--- src/rtl/pipe_stage_reg_pkg.sv ---
// rtl/pipe_stage_reg_pkg.sv - shared constants and mode decode for the inter-stage pipeline register
package pipe_stage_reg_pkg;

    localparam logic        STOP           = 1'b1;
    localparam logic        NOSTOP         = 1'b0;
    localparam logic [31:0] ZeroWord       = 32'h0000_0000;
    localparam logic        NotInDelaySlot = 1'b0;
    localparam logic [7:0]  EXE_NOP_OP     = 8'b0000_0000;
    localparam logic [2:0]  EXE_RES_NOP    = 3'b000;

    typedef enum logic [1:0] {
        PS_LOAD   = 2'd0,
        PS_HOLD   = 2'd1,
        PS_BUBBLE = 2'd2,
        PS_FLUSH  = 2'd3
    } ps_mode_e;

    // Flush outranks any stall; the illegal up=0/dn=1 pattern falls through to LOAD.
    function automatic ps_mode_e ps_decode(input logic flush, input logic up, input logic dn);
        if (flush) return PS_FLUSH;
        if (up == STOP && dn == NOSTOP) return PS_BUBBLE;
        if (up == STOP) return PS_HOLD;
        return PS_LOAD;
    endfunction

endpackage

--- src/rtl/pipe_stage_reg_sat_counter.sv ---
// rtl/pipe_stage_reg_sat_counter.sv - saturating event counter with synchronous clear
module sat_counter
    import pipe_stage_reg_pkg::*;
#(
    parameter int unsigned W = 16
) (
    input  logic         Clk,
    input  logic         Rst,
    input  logic         clr,
    input  logic         inc,
    output logic [W-1:0] cnt
);

    logic [W-1:0] cnt_q;
    logic [W-1:0] cnt_d;

    always_comb begin
        cnt_d = cnt_q;
        if (clr) begin
            cnt_d = '0;
        end else if (inc && (cnt_q != {W{1'b1}})) begin
            cnt_d = cnt_q + 1'b1;
        end
    end

    always_ff @(posedge Clk or posedge Rst) begin
        if (Rst) begin
            cnt_q <= '0;
        end else begin
            cnt_q <= cnt_d;
        end
    end

    assign cnt = cnt_q;

endmodule

--- src/rtl/pipe_stage_reg.sv ---
// rtl/pipe_stage_reg.sv - parametrised pipeline register with stall/flush decode and perf counters
module pipe_stage_reg
    import pipe_stage_reg_pkg::*;
#(
    parameter int unsigned       DATA_W    = 128,
    parameter int unsigned       STALL_W   = 6,
    parameter int unsigned       STAGE_IDX = 2,
    parameter logic [DATA_W-1:0] NOP_VALUE = {DATA_W{1'b0}},
    parameter int unsigned       CNT_W     = 16
) (
    input  logic               Clk,
    input  logic               Rst,
    input  logic [STALL_W-1:0] stall,
    input  logic               flush,
    input  logic               in_valid,
    input  logic [DATA_W-1:0]  in_data,
    input  logic               in_next_ds,
    output logic               out_valid,
    output logic [DATA_W-1:0]  out_data,
    output logic               out_ds_flag,
    input  logic               cnt_clr,
    output logic [CNT_W-1:0]   stall_cnt,
    output logic [CNT_W-1:0]   bubble_cnt
);

    if (STAGE_IDX > STALL_W - 2) begin : g_bad_stage_idx
        $error("pipe_stage_reg: STAGE_IDX must be in 0..STALL_W-2");
    end

    logic              up;
    logic              dn;
    ps_mode_e          mode;
    logic              valid_q, valid_d;
    logic [DATA_W-1:0] data_q,  data_d;
    logic              ds_q,    ds_d;

    assign up   = stall[STAGE_IDX];
    assign dn   = stall[STAGE_IDX+1];
    assign mode = ps_decode(flush, up, dn);

    always_comb begin
        valid_d = valid_q;
        data_d  = data_q;
        ds_d    = ds_q;
        unique case (mode)
            PS_FLUSH: begin
                valid_d = 1'b0;
                data_d  = NOP_VALUE;
                ds_d    = NotInDelaySlot;
            end
            // ds flag deliberately held so the delay-slot marking survives the bubble
            PS_BUBBLE: begin
                valid_d = 1'b0;
                data_d  = NOP_VALUE;
            end
            PS_HOLD: ;
            PS_LOAD: begin
                valid_d = in_valid;
                data_d  = in_valid ? in_data : NOP_VALUE;
                ds_d    = in_next_ds;
            end
            default: ;
        endcase
    end

    always_ff @(posedge Clk or posedge Rst) begin
        if (Rst) begin
            valid_q <= 1'b0;
            data_q  <= NOP_VALUE;
            ds_q    <= NotInDelaySlot;
        end else begin
            valid_q <= valid_d;
            data_q  <= data_d;
            ds_q    <= ds_d;
        end
    end

    assign out_valid   = valid_q;
    assign out_data    = data_q;
    assign out_ds_flag = ds_q;

    sat_counter #(.W(CNT_W)) u_stall_cnt (
        .Clk (Clk),
        .Rst (Rst),
        .clr (cnt_clr),
        .inc ((up == STOP) && !flush),
        .cnt (stall_cnt)
    );

    sat_counter #(.W(CNT_W)) u_bubble_cnt (
        .Clk (Clk),
        .Rst (Rst),
        .clr (cnt_clr),
        .inc (mode == PS_BUBBLE),
        .cnt (bubble_cnt)
    );

endmodule

--- config.mk ---
export PLATFORM = sky130hd
export DESIGN_NAME = pipe_stage_reg
export DESIGN_NICKNAME = d
export VERILOG_FILES = /design/src/rtl/pipe_stage_reg_pkg.sv /design/src/rtl/pipe_stage_reg_sat_counter.sv /design/src/rtl/pipe_stage_reg.sv
export SDC_FILE = /design/constraint.sdc
export NUM_CORES = 1
export LEC_CHECK = 0
export CELL_PAD_IN_SITES_DETAIL_PLACEMENT = 1
export CELL_PAD_IN_SITES_GLOBAL_PLACEMENT = 1
export CORE_MARGIN = 4
export CORE_UTILIZATION = 29
export DETAILED_ROUTE_END_ITERATION = 6
export GPL_TIMING_DRIVEN = 0
export PLACE_DENSITY = 0.79
export SLEW_MARGIN = 20
export SYNTH_ARGS = -nofsm -noshare
export SYNTH_HDL_FRONTEND = slang
export SYNTH_SLANG_ARGS = --single-unit
export TNS_END_PERCENT = 1
--- constraint.sdc ---
create_clock -name Clk -period 14.4 [get_ports Clk]
set_input_delay 2.88 -clock Clk [delete_from_list [all_inputs] [get_ports Clk]]
set_output_delay 2.88 -clock Clk [all_outputs]
set_load 0.1 [all_outputs]
Word-level counts from Yosys, hierarchy flattened. Index checks and enable logic that the tools add are counted.

Reductions and logical operators: 11. Equal/unequal tests: 4. Add/sub/neg operators: 2. Bitwise operators: 1. Muxes and demuxes: 20.

Operators with widths (number): $pmux W128 S2 (1); $mux W128 (1); $mux W16 (4); $add A16 B1 Y16 const B (2); $ne A16 B16 Y1 const B (2); $mux W2 (6); $reduce_bool A2 Y1 (4); $mux W1 (6); $eq A2 B2 Y1 const B (2); $logic_and A1 B1 Y1 (4); $pmux W1 S2 (2); $logic_not A2 Y1 (1); $reduce_or A2 Y1 (1); $logic_not A1 Y1 (1); $not A1 Y1 (1).

Output and inout port bits: 162. Register bits: 162.

Depth between registers and ports, before layout.
Depth in word-level cells: 13. Gate-level depth with buffers: 6. Mapped depth without buffers: 5.

By module. A second synthesis with hierarchy kept.

Cell total of the unflattened synthesis: 784. Area, all modules: 8529.4 µm².

Modules (own cells, without submodules): pipe_stage_reg (area an instance 6665.1 µm², instances 1, cells each 582); sat_counter (area an instance 932.1 µm², instances 2, cells each 101).

Worst setup path after synthesis. Ideal clock, no wire load.

Path type: input to register. Start point: input port flush. End point: register u_stall_cnt.cnt_q[10], in the netlist u_stall_cnt.cnt[10]. Path buffers: 1. Required time: 14.322 ns. Stages on the path: 5. Slack: 10.250 ns. Setup time: 0.078 ns. Data arrival time: 4.072 ns. Path through: nand2b_1 -> or3_1 -> buf_2 -> or4_1 -> a21oi_1.

Cells in the longest elaborated chain, start to end: 4.

Ends and longest elaborated chain: start: declaration (RTL line pipe_stage_reg.sv:14) `input logic flush,`; $logic_not A1 Y1 (RTL line pipe_stage_reg.sv:86) `.inc ((up == STOP) && !flush),`; $logic_and A1 B1 Y1 (RTL line pipe_stage_reg.sv:86); $logic_and A1 B1 Y1 (RTL line pipe_stage_reg_sat_counter.sv:21) `end else if (inc && (cnt_q != {W{1'b1}})) begin`; $reduce_bool A2 Y1 (no source line); end signal: assignment (RTL line pipe_stage_reg_sat_counter.sv:30) `cnt_q <= cnt_d;`; end: declaration (RTL line pipe_stage_reg_sat_counter.sv:14) `logic [W-1:0] cnt_q;`.

No other way between the ends. A chain may end at the register's enable or synchronous reset.

Worst setup path in the final report.
Start point: register u_stall_cnt.cnt_q[0], in the netlist u_stall_cnt.cnt[0]. End point: output port stall_cnt[0].

RTL lines: end: declaration (RTL line pipe_stage_reg.sv:22) `output logic [CNT_W-1:0] stall_cnt,`.

No word-level cell between the ends.

==> reports/qor.yml <==
clock_tree:
  clk_pin_slew_ns: 0.07
  hold_buffers: 0
  numCtsBuffers: 17
  ctsResizeCount: 0
  cts_tree: "done"
  cts-root-buf: "clkbuf_16"
  htreeDepth: 4
  clock_latency_ns: 0.42
  cts_max_path_buffers: 2
  clock_sinks: 162
  post-cts-setup-buffer-count: 0
drt:
  drtPass1Iterations: 4
  avgViaCountPerCell: 5.06
  wl_um: 22900
  drc_errors: 0
  dr.first_iter.drc_count: 184
  ant_nets: 0
  vias: 5534
  avgRoutedWirePerCell_um: 20.9
hold_path:
  min_path_type: "flop to flop"
sta:
  slew_violations: 0
  worst_pin_slew_ns: 1.07
  maxSlewHeadroom_pct: 28.6
  min_period_ns: 4.98
  fin_crit_sh_pct: 34.6
  finClkSkew_ns: 0.0169
  setup_violations: 0
  grt_setup_unrepaired: "false"
  tns_ns: 0
  hold_violations: 0
  max_freq_mhz: 201
setup_path:
  cp_num_buf_inv: 1
  crit_chain: "clkdlybuf4s50_1"
  slowest_stage: "clkdlybuf4s50_1"
  cp-end-kind: "output port"
  cp_max_fo: 7
  crit_path_start_kind: "flop"
  cp_top_family: "buffers and inverters"
  required_ns: 11.52
  critical_path_class: "flop to output port"
  crit_arrival_ns: 2.10
  cp_slowest_stage_delay_ns: 1.20
floorplanning:
  die_h_um: 156
  core_mm2: 0.0214
  die_x_um: 156
  die_area_mm2: 0.0244
  pin_count: 302
  fp-row-count: 53
  initial_core_util_pct: 29.9
global_routing:
  gr-total-overflow: 0
  grt_pass1_vias: 6074
  grt_usage_pct: 18.4
  antenna_found_initial: 0
  grt_first_pass_wirelength_um: 35000
  grt_max_degree: 101
synthesis:
  synth-async-reset-ratio_pct: 100
  ys_seq_area_share_pct: 63.6
  yosysWarnings: 0
  syn_inst: 489
  synth_fp_nets: 631
  synth_area_mm2: 0.00638
  ys_types: 42
  syn_avg_cell_area_um2: 13.0
  synth-seq-cells: 162
  synth_edf_count: 0
  ys.flop_type: "dfrtp_1"
power_and_ir_drop:
  peakVddDrop_uv: 68.5
  power-per-cell-area_mw_per_mm2: 109
  total_power_mw: 1.12
  leakagePower_nw: 4.39
finish:
  drive_gt1_share_pct: 6.97
  area_growth_pct: 61.6
  nets: 947
place:
  dp_hpwl_um: 17100
  gp_congestion: 0.782
  io_buffers: 296
status:
  status: "completed"
run:
  cap_violations: 0
-- layer usage --
metal  part of all wire (%)  vias to the layer above  routed length [um]  track usage [%]
li1                       -                     2526                   -                -
met1                     40                     2761                9260             22.0
met2                     48                      218               11100             30.3
met3                    8.5                       29                1950             7.16
met4                    2.5                        0                 580             6.36
met5                      0                        -                   0                0
-- placed cells by master (no fill, tap or decap), types with 11 or more instances in the layout --
| cell | count |
|---|---|
| o31ai_1 | 11 |
| nand2_1 | 11 |
| clkdlybuf4s50_1 | 296 |
| clkbuf_1 | 20 |
| buf_2 | 14 |
| a21oi_1 | 22 |
| dfrtp_1 | 162 |
| clkbuf_16 | 17 |
| or3_1 | 12 |
| nor2_1 | 11 |
| a22o_1 | 128 |
-- state kept, by name, summed over array words and instances, names as in the netlist --
register	count
out_data	128
out_ds_flag	1
u_stall_cnt.cnt	16
u_bubble_cnt.cnt	16
out_valid	1
-- cell type report --
| cell class | count | area [um^2] |
|---|---|---|
| fill | 2251 | 11000 |
| sequential | 162 | 4050 |
| timing repair buffer | 297 | 2990 |
| multi-input combinational | 284 | 2150 |
| clock buffer | 17 | 425 |
| tap | 275 | 344 |
| clock inverter | 15 | 160 |
| buffer | 36 | 153 |
| inverter | 7 | 33.8 |
| antenna | 1 | 2.50 |
-- kinds of logic after synthesis --
group / share of synthesized area, %
AOI/OAI and AO/OA: 22.8
DFF: 63.6
and+or+nand+nor: 9.20
buffers and inverters: 2.81
muxes: 1.16
adders and majority gates: 0.392
xor gates and xnor gates: 0.137
-- stage by stage --
stage / worst slack (ns) / cells / instance area, um^2 / util (%) / hold slack, ns
detailed placement: 8.96 / 1061 / 9720 / 45.5 / 0.485
CTS: 9.39 / 1093 / 10300 / 48.3 / 0.502
floorplan: 7.14 / 489 / 6380 / - / 1.02
global route: 9.17 / 1093 / 10300 / 48.3 / 0.518
finish: 9.42 / 1094 / 10300 / 48.3 / 0.491
global placement: 4.69 / 1060 / 9690 / 45.4 / 0.459
-- path summary, 6_finish.rpt --
check | start | slack (ns) | cells after the start | to
worst min-delay path | out_valid | 0.49 | 1 | out_valid
worst max register to register | u_stall_cnt.cnt[0] | 12.30 | 6 | u_stall_cnt.cnt[10]
min in group asynchronous | Rst | 2.87 | 2 | out_data[26]
worst min register to register | out_valid | 0.49 | 1 | out_valid
max in group asynchronous | Rst | 10.64 | 3 | out_data[1]
worst max-delay path | u_stall_cnt.cnt[0] | 9.42 | 1 | stall_cnt[0]
-- Yosys cell counts (all sizes together), types with 2 or more instances --
library cell | instances | area (um^2)
nor4 | 5 | 52.6
buf | 16 | 77.6
inv | 7 | 26.3
mux2 | 3 | 33.8
nand4 | 10 | 75.1
nand2 | 11 | 41.3
clkbuf | 20 | 75.1
nor3b | 2 | 20.0
a22o | 128 | 1120
a31oi | 2 | 12.5
nand3 | 8 | 40.0
a21oi | 22 | 110
dfrtp | 162 | 4050
a311oi | 2 | 17.5
o21ai | 7 | 35.0
nor2 | 11 | 41.3
a211oi | 3 | 22.5
nor2b | 5 | 31.3
ha | 2 | 25.0
and4 | 2 | 17.5
or4 | 10 | 75.1
nand2b | 6 | 37.5
mux2i | 4 | 40.0
o41ai | 3 | 26.3
and2 | 3 | 18.8
or3 | 12 | 75.1
o31ai | 11 | 82.6
nor3 | 3 | 15.0
-- where the power goes --
part | switching, mW | leakage [nW] | internal, mW
Sequential | 0.00798 | 2.22 | 0.467
Clock | 0.218 | 0.282 | 0.233
Combinational | 0.130 | 1.89 | 0.0632
Total | 0.356 | 4.39 | 0.762
No activity file was read; power rests on OpenSTA's default activity.
